## config.mk

```make
export PLATFORM = sky130hd
export DESIGN_NAME = ram_arbiter
export DESIGN_NICKNAME = d
export VERILOG_FILES = /design/src/rtl/ram_arb_pkg.sv /design/src/rtl/ram_arb_pick.sv /design/src/rtl/ram_arbiter.sv
export SDC_FILE = /design/constraint.sdc
export NUM_CORES = 1
export LEC_CHECK = 0
export CAP_MARGIN = 20
export CORE_MARGIN = 2
export CORE_UTILIZATION = 40
export CTS_CLUSTER_DIAMETER = 40
export DETAILED_ROUTE_END_ITERATION = 16
export PLACE_DENSITY = 0.88
export SLEW_MARGIN = 20
export SYNTH_ARGS = -nofsm -noshare
export SYNTH_HDL_FRONTEND = slang
export SYNTH_HIERARCHICAL = 1
export SYNTH_SLANG_ARGS = --single-unit
```

## constraint.sdc

```tcl
create_clock -name clk_pll -period 3.18 [get_ports clk_pll]
set_input_delay 0.954 -clock clk_pll [delete_from_list [all_inputs] [get_ports clk_pll]]
set_output_delay 0.954 -clock clk_pll [all_outputs]
set_load 0.01 [all_outputs]
```

## src/rtl/ram_arb_pkg.sv

```systemverilog
// Shared types and constants for the two-port RAM arbiter.
// Latency: n/a (declarations only).
// Backpressure: n/a.
package ram_arb_pkg;

  // Default geometry of the program/data RAM
  localparam int ADDR_W_DEF = 10;
  localparam int DATA_W_DEF = 12;

  // Port indices: CPU core and secondary master (frame fetcher / loader)
  localparam logic PORT_CPU = 1'b0;
  localparam logic PORT_AUX = 1'b1;

  // Arbiter sequencing: sample, RAM command cycle, RAM output valid
  typedef enum logic [1:0] {
    ST_IDLE = 2'd0,
    ST_ACC  = 2'd1,
    ST_RD   = 2'd2
  } state_t;

endpackage

```

## src/rtl/ram_arb_pick.sv

```systemverilog
// Combinational winner selection between the two RAM requesters.
// Latency: 0 cycles (pure combinational).
// Backpressure: none; the caller only uses the result while idle.
// RAM_ARB_RR_EN selects round-robin on the pointer, otherwise port 0 wins ties.
module ram_arb_pick
  import ram_arb_pkg::*;
(
  input  logic i_req0,
  input  logic i_req1,
`ifdef RAM_ARB_RR_EN
  input  logic i_ptr,
`endif
  output logic o_vld,
  output logic o_idx
);

  // Any request is a valid pick; the tie-break is the only mode-dependent part
  always_comb begin
    o_vld = i_req0 | i_req1;
    o_idx = PORT_CPU;
`ifdef RAM_ARB_RR_EN
    if (i_req0 && i_req1) begin
      o_idx = i_ptr;
    end else if (i_req1) begin
      o_idx = PORT_AUX;
    end
`else
    if (!i_req0 && i_req1) begin
      o_idx = PORT_AUX;
    end
`endif
  end

endmodule

```

## src/rtl/ram_arbiter.sv

```systemverilog
// Shares a single-port registered-output RAM between the CPU (port 0) and an aux master (port 1).
// Latency: gnt 1 cycle after sampling; write occupies 2 cycles, read delivers rvalid 3 cycles after sampling.
// Backpressure: one command at a time; requests are only sampled in IDLE and must be held until gnt.
// Optional feature macro: RAM_ARB_RR_EN (round-robin tie-break; fixed port-0 priority when undefined).
module ram_arbiter
  import ram_arb_pkg::*;
#(
  parameter int ADDR_W = ADDR_W_DEF,
  parameter int DATA_W = DATA_W_DEF
) (
  input  logic              clk_pll,
  input  logic              rst,
  input  logic              i_req0,
  input  logic              i_we0,
  input  logic [ADDR_W-1:0] i_addr0,
  input  logic [DATA_W-1:0] i_wdata0,
  input  logic              i_req1,
  input  logic              i_we1,
  input  logic [ADDR_W-1:0] i_addr1,
  input  logic [DATA_W-1:0] i_wdata1,
  output logic              o_gnt0,
  output logic              o_gnt1,
  output logic              o_rvalid0,
  output logic              o_rvalid1,
  output logic [DATA_W-1:0] o_rdata0,
  output logic [DATA_W-1:0] o_rdata1,
  output logic [ADDR_W-1:0] o_ram_addr,
  output logic [DATA_W-1:0] o_ram_din,
  output logic              o_ram_we,
  input  logic [DATA_W-1:0] i_ram_q
);

  state_t              r_state;
  logic                r_win;
  logic                r_gnt0;
  logic                r_gnt1;
  logic                r_rvalid0;
  logic                r_rvalid1;
  logic [DATA_W-1:0]   r_rdata0;
  logic [DATA_W-1:0]   r_rdata1;
  logic [ADDR_W-1:0]   r_ram_addr;
  logic [DATA_W-1:0]   r_ram_din;
  logic                r_ram_we;
  logic                w_vld;
  logic                w_idx;

`ifdef RAM_ARB_RR_EN
  logic                r_ptr;

  // Tie-break pointer moves to the other port after every grant
  always_ff @(posedge clk_pll or negedge rst) begin
    if (!rst) begin
      r_ptr <= PORT_CPU;
    end else if (r_state == ST_IDLE && w_vld) begin
      r_ptr <= ~w_idx;
    end
  end
`endif

  ram_arb_pick u_pick (
    .i_req0 (i_req0),
    .i_req1 (i_req1),
`ifdef RAM_ARB_RR_EN
    .i_ptr  (r_ptr),
`endif
    .o_vld  (w_vld),
    .o_idx  (w_idx)
  );

  // Sequencer: latch the winner's command, run the RAM cycle, return read data
  always_ff @(posedge clk_pll or negedge rst) begin
    if (!rst) begin
      r_state    <= ST_IDLE;
      r_win      <= PORT_CPU;
      r_gnt0     <= 1'b0;
      r_gnt1     <= 1'b0;
      r_rvalid0  <= 1'b0;
      r_rvalid1  <= 1'b0;
      r_rdata0   <= '0;
      r_rdata1   <= '0;
      r_ram_addr <= '0;
      r_ram_din  <= '0;
      r_ram_we   <= 1'b0;
    end else begin
      r_gnt0    <= 1'b0;
      r_gnt1    <= 1'b0;
      r_rvalid0 <= 1'b0;
      r_rvalid1 <= 1'b0;
      case (r_state)
        ST_IDLE: begin
          r_ram_we <= 1'b0;
          if (w_vld) begin
            r_win   <= w_idx;
            r_state <= ST_ACC;
            if (w_idx == PORT_AUX) begin
              r_ram_addr <= i_addr1;
              r_ram_din  <= i_wdata1;
              r_ram_we   <= i_we1;
              r_gnt1     <= 1'b1;
            end else begin
              r_ram_addr <= i_addr0;
              r_ram_din  <= i_wdata0;
              r_ram_we   <= i_we0;
              r_gnt0     <= 1'b1;
            end
          end
        end
        ST_ACC: begin
          // ram_we is still high here exactly when the command is a write
          r_ram_we <= 1'b0;
          r_state  <= r_ram_we ? ST_IDLE : ST_RD;
        end
        ST_RD: begin
          if (r_win == PORT_AUX) begin
            r_rdata1  <= i_ram_q;
            r_rvalid1 <= 1'b1;
          end else begin
            r_rdata0  <= i_ram_q;
            r_rvalid0 <= 1'b1;
          end
          r_state <= ST_IDLE;
        end
        default: begin
          r_ram_we <= 1'b0;
          r_state  <= ST_IDLE;
        end
      endcase
    end
  end

  assign o_gnt0     = r_gnt0;
  assign o_gnt1     = r_gnt1;
  assign o_rvalid0  = r_rvalid0;
  assign o_rvalid1  = r_rvalid1;
  assign o_rdata0   = r_rdata0;
  assign o_rdata1   = r_rdata1;
  assign o_ram_addr = r_ram_addr;
  assign o_ram_din  = r_ram_din;
  assign o_ram_we   = r_ram_we;

endmodule

```

# [Word level (Yosys, flattened, before mapping)]
# Index checks and enable logic that the tools add are counted.
[word_totals] register_bits=54 in_bits=62 output_inout_bits=51 word_cells=41
[op_classes] eq_ne=3 mux=19 n_bitwise=2 n_reduce_logical=6
[op_table] cell="two-way mux 1 bit" count=13
[op_table] cell="two-way mux 12 bit" count=1
[op_table] cell="two-way mux 10 bit" count=1
[op_table] cell="AND reduction 2 bit" count=3
[op_table] cell="two-way mux 2 bit" count=2
[op_table] cell="case mux 2 bit (2 select lines)" count=1
[op_table] cell="== test 2 x 1 -> 1 bit (second input constant)" count=1
[op_table] cell="== test 2 bit (second input constant)" count=1
[op_table] cell="logical NOT 2 bit" count=1
[op_table] cell="inequality test 2 x 1 -> 1 bit (second input constant)" count=1
[op_table] cell="case mux 1 bit (2 select lines)" count=1
[op_table] cell="logical AND 1 bit" count=1
[op_table] cell="logical NOT 1 bit" count=1
[op_table] cell="inverter 1 bit" count=1
[op_table] cell="bitwise OR 1 bit" count=1

# [Depth between registers and ports, before layout]
[logic_depth] word_depth=6 depth_mapped=5

# [Modules after synthesis]
# The synthesis kept the hierarchy.
[by_module_without_submodules] mod="ram_arbiter" instances=1 cells_per_inst=141 area_each_um2=2303.5 seq_area_each_um2=1351.3
[by_module_without_submodules] mod="ram_arb_pick" instances=1 cells_per_inst=2 area_each_um2=12.5 seq_area_each_um2=0.0

# [Least setup slack after synthesis]
# No wires, ideal clock.
[synth_path] kind="input to register" from="input port i_req1" to="register r_ram_addr[0], in the netlist o_ram_addr[0]" setup_time_ps=125 t_arrival_ps=1935 setup_slack_ps=1120 stages=5 path_buffers=2 path_cell_list="nor2b_1 -> buf_6 -> buf_6 -> mux2_2 -> mux2_2"
[synth_between] elab_chain_len=3
[synth_rtl] element="start: declaration" line="ram_arbiter.sv:17" text="input logic i_req1,"
[synth_rtl] element="logical AND 1 bit" line="ram_arb_pick.sv:28" text="if (!i_req0 && i_req1) begin"
[synth_rtl] element="two-way mux 1 bit" line="ram_arb_pick.sv:28"
[synth_rtl] element="two-way mux 10 bit" line="ram_arbiter.sv:95" text="if (w_idx == PORT_AUX) begin"
[synth_rtl] element="end signal: assignment" line="ram_arbiter.sv:96" text="r_ram_addr <= i_addr1;"
[synth_rtl] element="end signal: assignment" line="ram_arbiter.sv:101" text="r_ram_addr <= i_addr0;"
[synth_rtl] element="end: declaration" line="ram_arbiter.sv:41" text="logic [ADDR_W-1:0] r_ram_addr;"
# Parallel ways exist; a longest one is shown, timed or not.
# A chain may end at the register's enable or synchronous reset.

# [Worst setup path after layout]
[layout_path] from="input port i_req1" to="register r_ram_din[1], in the netlist o_ram_din[1]"
[layout_between] elab_chain_len=3
[layout_rtl] element="logical AND 1 bit" line="ram_arb_pick.sv:28"
[layout_rtl] element="two-way mux 1 bit" line="ram_arb_pick.sv:28"
[layout_rtl] element="via w_idx" line="ram_arbiter.sv:45" text="logic w_idx;"
[layout_rtl] element="two-way mux 12 bit" line="ram_arbiter.sv:95"
[layout_rtl] element="end signal: assignment" line="ram_arbiter.sv:97" text="r_ram_din <= i_wdata1;"
[layout_rtl] element="end signal: assignment" line="ram_arbiter.sv:102" text="r_ram_din <= i_wdata0;"
[layout_rtl] element="end: declaration" line="ram_arbiter.sv:42" text="logic [DATA_W-1:0] r_ram_din;"
# The timed path passes the listed nets, and every way through them passes these cells.

==> results.md <==
* Sink Count at 54
* Grt peak-use layer: met2
* CTS clk-pin slew, worst paths at 0.09 ns
* Outcome: finished clean
* Worst-Margin Slew at 0.900 ns
* Largest net degree at the start of global routing at 43
* Pins Over Slew Limit at 0
* Pleak at 1.47 nW
* R2r worst-path depth at 2
* Commonest non-fill, non-tap cell in the layout: clkdlybuf4s50_1
* Post-Place Cells at 324
* Vias at 1,552
* Effective utilization at floorplan at 0.418
* Layout area overhead at 54.5%
* Hold Path Stages at 1
* WL final at 5000 um
* Most frequent cells in the layout: 111 x clkdlybuf4s50_1, 69 x mux2_2, 54 x dfrtp_1
* Critical R2R Capture: o_rdata1[8]
* Cell count after synthesis at 143
* Post-synth cell types at 14
* Reg2Reg Setup Slack at 1.55 ns
* Final Hold Fails at 0
* Mapped cell area at 2320 sq um
* Area of the die at 6410 sq um
* Clock Latency Late Sink at 0.31 ns
* CP Launch Type: input pin
* Root Driver: clkbuf_8
* R2R Path Start: r_state[0]
* RSZ-0062 raised after global routing: false
* Setup Buffers After CTS at 0
* WHS Endpoint: r_state[1]
* Synth Net Count at 205
* Num ports at 113
* Fin Clk Skew at 0.00756 ns
* Input/output buffers at 112
* Hold_sp: o_ram_we
* CTS Hold Bufs at 0
* Synth area leader: dfrtp_1
* Maximum VDD drop at 0.000446 V
* Final setup fails at 0
* Register area share after synthesis at 0.583
* Ant diodes at 0
* Max Cap Viol at 0
* Cell Rows at 27
* Drt pass-1 iters at 4
* H-tree depth at 2
* Area contributors post-synth: dfrtp_1 58%, mux2_2 34%, buf_6 3.4%, nor3b_4 0.81%, mux2_4 0.65%
* Vias in the first global route at 1,636
* Setup_tns at 0 ns
* Final Non-Filler Cells at 332
* CP Data Required Time at 3.37 ns
* DRC at 0
* Avg Synthesized Cell Area at 16.2 sq um
* First-pass GRT wire length at 7760 um
* Met3 usage at 0.0517
* Antenna Violating Nets Remaining at 0
* Crit-path max FO at 26
* Critical Path End Type: register
* Antenna violations before repair at 0
* Critical path arrival at 2.51 ns
* Die width at 80.1 um
* Met1 GRT Util at 0.187
* Synth Warn # at 6
* Ratio of cells with drive above 1 in the final layout at 0.335
* Final nets at 321
* Final Total Pwr at 3.13 mW
* GR Util met2 at 0.279
* Area of the core at 5540 sq um
* DRT iter0 DRCs at 37
* Post-synth top area share at 0.583
* CTS tree: built
* PD cells at 874 nW/um^2
* Slew margin rel. at 0.400
* Remaining Overflow, GRT at 0
* GP Congestion at 0.673
* Critical path type: in -> reg
* Num CTS Buffers at 5
* Seq cells post-synth at 54
* Vias per Instance at 4.67
* Total GRT Usage at 0.158
* Ratio of final minimum period to clock period at 0.730
* PostCTS Resize Cnt at 0
* Min Tclk post-route at 2.32 ns
* Detailed placement HPWL at 3650 um
* Worst hold path type: reg -> reg
* FMAX at 431 MHz
* CTS Buffer Depth at 2
* Die Span Y at 80.1 um
* Wirelength per Cell at 15.0 um
per-layer routing:
metal  up-vias  part of all wire
met4         0            0.0080
met3         5             0.087
met5         -                 0
met2        69              0.49
met1       742              0.41
li1        736                 -
Yosys cell counts, drive strengths merged:
cell    count
a32o        1
and2        1
buf         8
dfrtp      54
inv         2
mux2       70
nand3b      1
nor2b       2
nor3        1
nor3b       2
or2         1
power breakdown:
part | internal [mW] | switching [mW]
Sequential | 1.03 | 0.189
Clock | 0.175 | 0.218
Combinational | 0.995 | 0.524
Total | 2.20 | 0.931
registers in the layout, summed over array words and instances (netlist names):
name / count
o_rvalid1: 1
o_rdata1: 12
o_gnt1: 1
o_gnt0: 1
o_ram_we: 1
o_rdata0: 12
o_ram_addr: 10
o_rvalid0: 1
o_ram_din: 12
r_win: 1
r_state: 2
kinds of logic (layout without fill, tap and decap cells):
logic type / Yosys count / count (layout) / synth area share
mux: 70 / 70 / 0.342
simple gates: 8 / 8 / 0.0297
flops: 54 / 54 / 0.583
compound gates: 1 / 1 / 0.00432
buf+inv: 10 / 127 / 0.0405
layout make-up:
cell class / count / area, sq um
Multi-Input combinational cell: 79 / 880
Sequential cell: 54 / 1350
Clock inverter: 2 / 12.5
Fill cell: 423 / 1960
Inverter: 2 / 7.51
Tap cell: 72 / 90.1
Clock buffer: 6 / 82.6
Timing Repair Buffer: 117 / 1150
worst max path at each step:
stage | startpoint | endpoint | slack, ns | cells past startpoint
4_1_cts | i_req1 | o_ram_din[1] | 0.85 | 5
5_1_grt | i_req1 | o_ram_din[1] | 0.80 | 5
2_1_floorplan | i_req1 | o_ram_addr[0] | 1.12 | 5
3_3_place_gp | i_req1 | o_ram_addr[2] | 0.56 | 5
6_report | i_req1 | o_ram_din[1] | 0.86 | 5
3_5_place_dp | i_req1 | o_ram_addr[5] | 0.53 | 5
critical path: stages:
cell	delay, ns
clkdlybuf4s50_1	0.46
nor2b_2	0.12
buf_4	0.32
mux2_2	0.38
mux2_2	0.27
through the flow:
step | setup WS (ns) | instance area (sq um) | utilization | hold WS [ns]
floorplan | 1.12 | 2320 | - | 0.483
detailed placement | 0.532 | 3480 | 0.629 | 0.441
finish | 0.859 | 3580 | 0.646 | 0.456
global route | 0.796 | 3580 | 0.646 | 0.480
CTS | 0.854 | 3580 | 0.646 | 0.460
global placement | 0.565 | 3480 | 0.629 | 0.433
No activity file was read; power rests on OpenSTA's default activity.
